`src/rtl/star_pkg.sv`:
```
// Shared types and constants for the STAR row scheduler.
// Combinational definitions only; no latency.
// No flow control lives here.
package star_pkg;

    localparam int STAR_ADDR_W = 9;
    localparam int STAR_ROWS_W = 5;

    typedef enum logic [2:0] {
        ST_IDLE   = 3'd0,
        ST_LOAD   = 3'd1,
        ST_LAUNCH = 3'd2,
        ST_WAIT   = 3'd3,
        ST_REPORT = 3'd4
    } state_t;

    localparam logic [1:0] STAT_OK      = 2'b00;
    localparam logic [1:0] STAT_TIMEOUT = 2'b01;
    localparam logic [1:0] STAT_EMPTY   = 2'b10;

    // Job descriptor as stored in the FIFO (14 bits).
    typedef struct packed {
        logic [STAR_ADDR_W-1:0] base;
        logic [STAR_ROWS_W-1:0] rows;
    } job_t;

    localparam int JOB_W = $bits(job_t);

endpackage

```
`src/rtl/star_sched_fifo.sv`:
```
// Generic descriptor FIFO with full/empty flags and show-ahead read data.
// Latency: a push is visible at pop_dat on the cycle after the write.
// Backpressure: pushes are dropped while full; pops are ignored while empty.
// Ports: clk, rst_n (async active-low), push_vld/push_dat, pop_vld,
//        pop_dat (head entry), full, empty.
module star_sched_fifo #(
    parameter int WIDTH = 14,
    parameter int DEPTH = 4
) (
    input  logic             clk,
    input  logic             rst_n,
    input  logic             push_vld,
    input  logic [WIDTH-1:0] push_dat,
    input  logic             pop_vld,
    output logic [WIDTH-1:0] pop_dat,
    output logic             full,
    output logic             empty
);

    localparam int AW = $clog2(DEPTH);

    logic [WIDTH-1:0] r_mem [DEPTH];
    // One extra pointer bit distinguishes full from empty.
    logic [AW:0]      r_wr_ptr;
    logic [AW:0]      r_rd_ptr;
    logic             w_push;
    logic             w_pop;

    assign w_push = push_vld && !full;
    assign w_pop  = pop_vld && !empty;

    assign empty   = (r_wr_ptr == r_rd_ptr);
    assign full    = (r_wr_ptr[AW] != r_rd_ptr[AW]) &&
                     (r_wr_ptr[AW-1:0] == r_rd_ptr[AW-1:0]);
    assign pop_dat = r_mem[r_rd_ptr[AW-1:0]];

    always_ff @(posedge clk or negedge rst_n) begin
        if (!rst_n) begin
            r_wr_ptr <= '0;
            r_rd_ptr <= '0;
        end else begin
            if (w_push) r_wr_ptr <= r_wr_ptr + 1'b1;
            if (w_pop)  r_rd_ptr <= r_rd_ptr + 1'b1;
        end
    end

    always_ff @(posedge clk) begin
        if (w_push) r_mem[r_wr_ptr[AW-1:0]] <= push_dat;
    end

endmodule

```
`src/rtl/star_row_sched.sv`:
```
// Queues job descriptors and launches the STAR engine once per row, then reports completion.
// Latency: job into empty FIFO while idle -> eng_start 3 cycles later; eng_finish -> next eng_start 2 cycles.
// Backpressure: job_ready drops when the FIFO is full; REPORT holds until done_ready.
// Ports: clk, reset (async active-low), job_valid/job_ready/job_base/job_rows,
//        eng_start/eng_base/eng_finish, done_valid/done_ready/done_rows/done_status, busy.
// Optional macro STAR_SCHED_TIMEOUT_EN adds a WAIT timeout of TIMEOUT_CYC cycles.
module star_row_sched
    import star_pkg::*;
#(
    parameter int FIFO_DEPTH  = 4,
    parameter int ROW_LEN     = 16,
    parameter int TIMEOUT_CYC = 1024
) (
    input  logic                   clk,
    input  logic                   reset,
    input  logic                   job_valid,
    output logic                   job_ready,
    input  logic [STAR_ADDR_W-1:0] job_base,
    input  logic [STAR_ROWS_W-1:0] job_rows,
    output logic                   eng_start,
    output logic [STAR_ADDR_W-1:0] eng_base,
    input  logic                   eng_finish,
    output logic                   done_valid,
    input  logic                   done_ready,
    output logic [STAR_ROWS_W-1:0] done_rows,
    output logic [1:0]             done_status,
    output logic                   busy
);

    if (FIFO_DEPTH < 2 || (FIFO_DEPTH & (FIFO_DEPTH - 1)) != 0) begin : g_bad_depth
        $error("star_row_sched: FIFO_DEPTH must be a power of 2 and >= 2");
    end
    if (TIMEOUT_CYC < 1) begin : g_bad_tmo
        $error("star_row_sched: TIMEOUT_CYC must be >= 1");
    end

    localparam logic [STAR_ADDR_W-1:0] ROW_STRIDE = STAR_ADDR_W'(ROW_LEN);

    state_t                 r_state;
    state_t                 w_state_nxt;
    logic [STAR_ROWS_W-1:0] r_rows;
    logic [STAR_ROWS_W-1:0] r_row_idx;
    logic [STAR_ROWS_W-1:0] w_row_inc;
    logic [STAR_ADDR_W-1:0] r_eng_base;
    logic [STAR_ROWS_W-1:0] r_done_rows;
    logic [1:0]             r_done_status;
    logic                   r_fin;
    logic                   w_tmo;
    logic                   w_pop;
    logic                   w_fifo_full;
    logic                   w_fifo_empty;
    job_t                   w_job_in;
    job_t                   w_job;

    assign w_job_in = '{base: job_base, rows: job_rows};

    star_sched_fifo #(
        .WIDTH (JOB_W),
        .DEPTH (FIFO_DEPTH)
    ) u_fifo (
        .clk      (clk),
        .rst_n    (reset),
        .push_vld (job_valid),
        .push_dat (w_job_in),
        .pop_vld  (w_pop),
        .pop_dat  (w_job),
        .full     (w_fifo_full),
        .empty    (w_fifo_empty)
    );

    assign w_row_inc = r_row_idx + 1'b1;

    // Finish strobe is registered once; this stage is what puts the next
    // launch two cycles after the finish. The !r_fin term stops a finish held
    // for two cycles from counting twice.
    always_ff @(posedge clk or negedge reset) begin
        if (!reset) r_fin <= 1'b0;
        else        r_fin <= (r_state == ST_WAIT) && eng_finish && !r_fin;
    end

`ifdef STAR_SCHED_TIMEOUT_EN
    localparam int TW = $clog2(TIMEOUT_CYC + 1);
    localparam logic [TW-1:0] TMO_LAST = TW'(TIMEOUT_CYC - 1);
    logic [TW-1:0] r_tmo_cnt;

    always_ff @(posedge clk or negedge reset) begin
        if (!reset)                    r_tmo_cnt <= '0;
        else if (r_state != ST_WAIT)   r_tmo_cnt <= '0;
        else if (!r_fin)               r_tmo_cnt <= r_tmo_cnt + 1'b1;
    end

    // A finish arriving on the last allowed cycle is honoured one cycle later
    // through r_fin, so the timeout backs off when eng_finish is high.
    assign w_tmo = (r_state == ST_WAIT) && (r_tmo_cnt == TMO_LAST) && !r_fin && !eng_finish;
`else
    assign w_tmo = 1'b0;
`endif

    always_comb begin
        w_state_nxt = r_state;
        w_pop       = 1'b0;
        unique case (r_state)
            ST_IDLE:   if (!w_fifo_empty) w_state_nxt = ST_LOAD;
            ST_LOAD: begin
                w_pop       = 1'b1;
                w_state_nxt = (w_job.rows == '0) ? ST_REPORT : ST_LAUNCH;
            end
            ST_LAUNCH: w_state_nxt = ST_WAIT;
            ST_WAIT: begin
                if (r_fin)      w_state_nxt = (w_row_inc == r_rows) ? ST_REPORT : ST_LAUNCH;
                else if (w_tmo) w_state_nxt = ST_REPORT;
            end
            ST_REPORT: if (done_ready) w_state_nxt = w_fifo_empty ? ST_IDLE : ST_LOAD;
            default:   w_state_nxt = ST_IDLE;
        endcase
    end

    always_ff @(posedge clk or negedge reset) begin
        if (!reset) begin
            r_state       <= ST_IDLE;
            r_rows        <= '0;
            r_row_idx     <= '0;
            r_eng_base    <= '0;
            r_done_rows   <= '0;
            r_done_status <= STAT_OK;
        end else begin
            r_state <= w_state_nxt;
            if (r_state == ST_LOAD) begin
                r_rows     <= w_job.rows;
                r_row_idx  <= '0;
                r_eng_base <= w_job.base;
                if (w_job.rows == '0) begin
                    r_done_rows   <= '0;
                    r_done_status <= STAT_EMPTY;
                end
            end else if (r_state == ST_WAIT) begin
                if (r_fin) begin
                    r_row_idx <= w_row_inc;
                    if (w_row_inc == r_rows) begin
                        r_done_rows   <= w_row_inc;
                        r_done_status <= STAT_OK;
                    end else begin
                        // Base advances only after the finish, so it stays put
                        // for the whole row; 9-bit addition wraps mod 512.
                        r_eng_base <= r_eng_base + ROW_STRIDE;
                    end
                end else if (w_tmo) begin
                    r_done_rows   <= r_row_idx;
                    r_done_status <= STAT_TIMEOUT;
                end
            end
        end
    end

    assign job_ready   = !w_fifo_full;
    assign eng_start   = (r_state == ST_LAUNCH);
    assign eng_base    = r_eng_base;
    assign done_valid  = (r_state == ST_REPORT);
    assign done_rows   = r_done_rows;
    assign done_status = r_done_status;
    assign busy        = (r_state != ST_IDLE);

endmodule
```
`config.mk`:
```
export PLATFORM = sky130hd
export DESIGN_NAME = star_row_sched
export DESIGN_NICKNAME = d
export VERILOG_FILES = /design/src/rtl/star_pkg.sv /design/src/rtl/star_sched_fifo.sv /design/src/rtl/star_row_sched.sv
export SDC_FILE = /design/constraint.sdc
export NUM_CORES = 1
export LEC_CHECK = 0
export CORE_AREA = 2 2 142 89
export DETAILED_ROUTE_END_ITERATION = 12
export DIE_AREA = 0 0 144 91
export PLACE_DENSITY_LB_ADDON = 0.1
export SYNTH_ARGS = -nofsm -noshare
export SYNTH_HDL_FRONTEND = slang
export SYNTH_HIERARCHICAL = 1
export SYNTH_SLANG_ARGS = --single-unit
export TNS_END_PERCENT = 100
```
`constraint.sdc`:
```
create_clock -name clk -period 1.8 [get_ports clk]
set_input_delay 0.54 -clock clk [delete_from_list [all_inputs] [get_ports clk]]
set_output_delay 0.54 -clock clk [all_outputs]
set_load 0.05 [all_outputs]
```
==> key figures <==
Timing
  • Period utilization: 106%
  • Worst Slack Setup Final: -115 ps
  • Fmax: 522 MHz
  • Fin. Hold Viols: 0
  • Final Setup Violations: 11
  • Tmin final: 1920 ps
  • Final setup skew: 3.93 ps
  • Unrepaired setup endpoints after global routing: true
  • Final setup TNS: -417 ps
  • Final Max Slew Viols: 0

Logic synthesis
  • Mean Syn Cell Area: 13.9 um^2
  • Synth Area in Adders: 2.16%
  • Distinct cells, synth: 46
  • Synth top area cells: edfxtp_1 (41%), dfrtp_1 (22%), mux4_2 (7.8%), nand2_1 (4.6%), xnor2_1 (2.4%)
  • Sequential-to-total area share from yosys stat: 63.1%
  • Synth Area in Compound Gates: 7.22%
  • EDFF count, synth: 56
  • Synth Area in Simple Gates: 10.5%
  • Post-Synth XOR/XNOR Area: 4.82%
  • Top-count cell post-synth: edfxtp_1
  • Share of the synthesized area in the top cell type: 41.5%
  • Mapped Area: 4050 um^2
  • YS warnings: 6
  • Most instantiated cells after synthesis: edfxtp_1 (56), nand2_1 (50), dfrtp_1 (35)
  • Synth Flop Type: edfxtp_1
  • Post-Syn Nets: 317
  • Yosys reg bits: 91
  • Largest family of logic cells by synthesized area: simple AND/OR/NAND/NOR gates
  • Mux contribution to synthesized area: 9.26%
  • Yosys top cell by area: edfxtp_1
  • Cells after synthesis: 291
  • Async SR Flop Fraction: 38.5%

Worst setup path
  • Worst Setup Start Kind: flip-flop
  • Critical path peak fanout: 4
  • Req. time, crit path: 1260 ps
  • Crit Path Category: reg2out
  • CP endpoint kind: output port
  • FF-to-FF path depth: 7
  • WP data arrival: 1380 ps

Die
  • Core Footprint: 11,800 um^2
  • Row Count: 31
  • Die height: 91 um
  • Initial core utilization: 34.5%
  • Ports: 39
  • Die area: 13,100 um^2
  • Die Width: 144 um

Routing
  • Initial DRC Count: 161
  • Vias: 2,665
  • DR vias/cell: 4.80
  • Drt pass-1 iters: 4
  • Total Wirelength: 8.98 mm
  • Final ANT Viol Nets: 0
  • Drt wl/cell: 16.2 um
  • DRC viols: 0

Pwr
  • Total chip power: 11,000 uW
  • Leakage: 0.00225 uW
  • IR Drop Worst-Case VDD: 0.00110 V
  • Pwr dens: 1910 nW/um^2

GRT
  • Vias in the first global route: 2,704
  • Total track usage: 15.0%
  • GRT Residual Overflow: 0
  • Largest net degree at the start of global routing: 36
  • Initial antenna violation count: 0
  • First-pass GRT wire length: 14.7 mm

Hold path
  • Worst Hold Class: in2async

Finish
  • Util after Layout: 49.0%
  • Synth-to-Final Area Change: 42.0%
  • Reg area: 2560 um^2
  • Multi-input logic area: 1600 um^2
  • Share of post-route cells with drive strength above 1: 38.5%
  • Diode count: 0
  • Post-route insts no fill: 555
  • Number of nets in the layout: 411
  • Filler Cells Inserted: 1,052

Place
  • Dpl cells: 523
  • Post-DP HPWL: 6.21 mm
  • Port-buffer cells: 37
  • Routability cong.: 0.797

CTS
  • CTS buffer count: 9
  • Clock sink count: 91
  • Longest Clk Path Bufs: 2
  • Clock-pin transition on the worst setup and hold timing paths: 60 ps
  • Clk root buf: clkbuf_16
  • # H-tree levels: 3
  • CTS tree: done
  • Worst skew pair latency: 340 ps

Flow run
  • Max Cap Viol: 0

Outcome
  • Failing checks: setup timing
  • Status: finished, violations left
worst paths after layout:
kind,startpoint,end,slack (ps)
max,u_fifo/r_rd_ptr[0],job_ready,-120
max in group asynchronous,reset,u_fifo/r_rd_ptr[2],1420
min in group clk,r_rows[0],r_rows[0],500
min,reset,eng_base[7],160
max reg2reg,r_row_idx[0],eng_base[8],-50
min reg2reg,r_rows[0],r_rows[0],500
flip-flops by register name, indices dropped and copies added, names as in the netlist:
register,flops
eng_base,9
done_rows,5
r_fin,1
done_status,1
u_fifo/r_wr_ptr,3
r_state,3
r_row_idx,5
u_fifo/r_rd_ptr,3
u_fifo/r_mem,56
r_rows,5
per-layer routing:
metal	vias up	track usage, %	part of all wire (%)
met4	0	4.90	1.3
li1	1259	-	-
met1	1351	22.2	50
met2	44	21.4	44
met5	-	0	0
met3	11	4.06	4.1
per-stage QoR:
stage	hold slack, ps	cell area, um^2	worst slack [ps]
final	162	5760	-115
after CTS	161	5720	-146
after detailed placement	490	5140	-87.8
after floorplan	244	4090	-4.73
after global placement	493	5140	-25.5
after global routing	161	5760	-179
layout by cell type (no fill, tap or decap), drive strengths merged, types with 3 or more instances in the layout:
cell type	n
a211oi	3
a21oi	6
a22oi	5
and3	6
buf	77
clkbuf	10
clkdlybuf4s50	17
clkinv	3
clkinvlp	3
dfrtp	35
edfxtp	56
ha	7
inv	12
mux2i	6
mux4	14
nand2	51
nand2b	3
nand3	7
nor2	9
nor2b	3
nor3	4
o211ai	4
o21ai	8
o311ai	5
o31ai	6
xnor2	11
xor2	7
power by group:
part	switching [uW]	internal, uW	total, uW	leakage, uW
combinational	2910	2970	5880	0.00119
clock	775	935	1710	0.000122
sequential	516	2870	3390	0.000937
critical path, cell delays in order, from the launching register on:
cell and delay [ps]:
dfrtp_1 390, buf_6 130, xnor2_4 170, nand3_4 110, inv_2 70, inv_2 40, buf_12 130
kinds of logic (layout without fill, tap and decap cells):
group	after synthesis	count (layout)
flip-flops	91	91
AND/OR/NAND/NOR	88	88
AO/OA/AOI/OAI	42	42
buffers and inverters	23	122
multiplexers	20	20
XOR/XNOR	19	19
adder cells (fa/ha/maj)	7	7
other	1	1
final cells by class:
type / instances / share of cell area [%]
tap: 165 / 3.59
sequential: 91 / 44.6
clock inverter: 6 / 0.761
inverter: 12 / 0.783
multi-input combinational: 177 / 27.8
timing repair buffer: 94 / 18.5
clock buffer: 10 / 3.98
what timing repair did:
| action | CTS | global route |
|---|---|---|
| resized for setup | 39 | 15 |
| endpoints found under the hold margin | 0 | 0 |
| hold buffers | 0 | 0 |
| setup endpoints to repair | 16 | 19 |
| pin swaps | 16 | 10 |
| setup buffers | 17 | 0 |
| gates cloned | 1 | 0 |
Power figures use the tool's default switching activity.
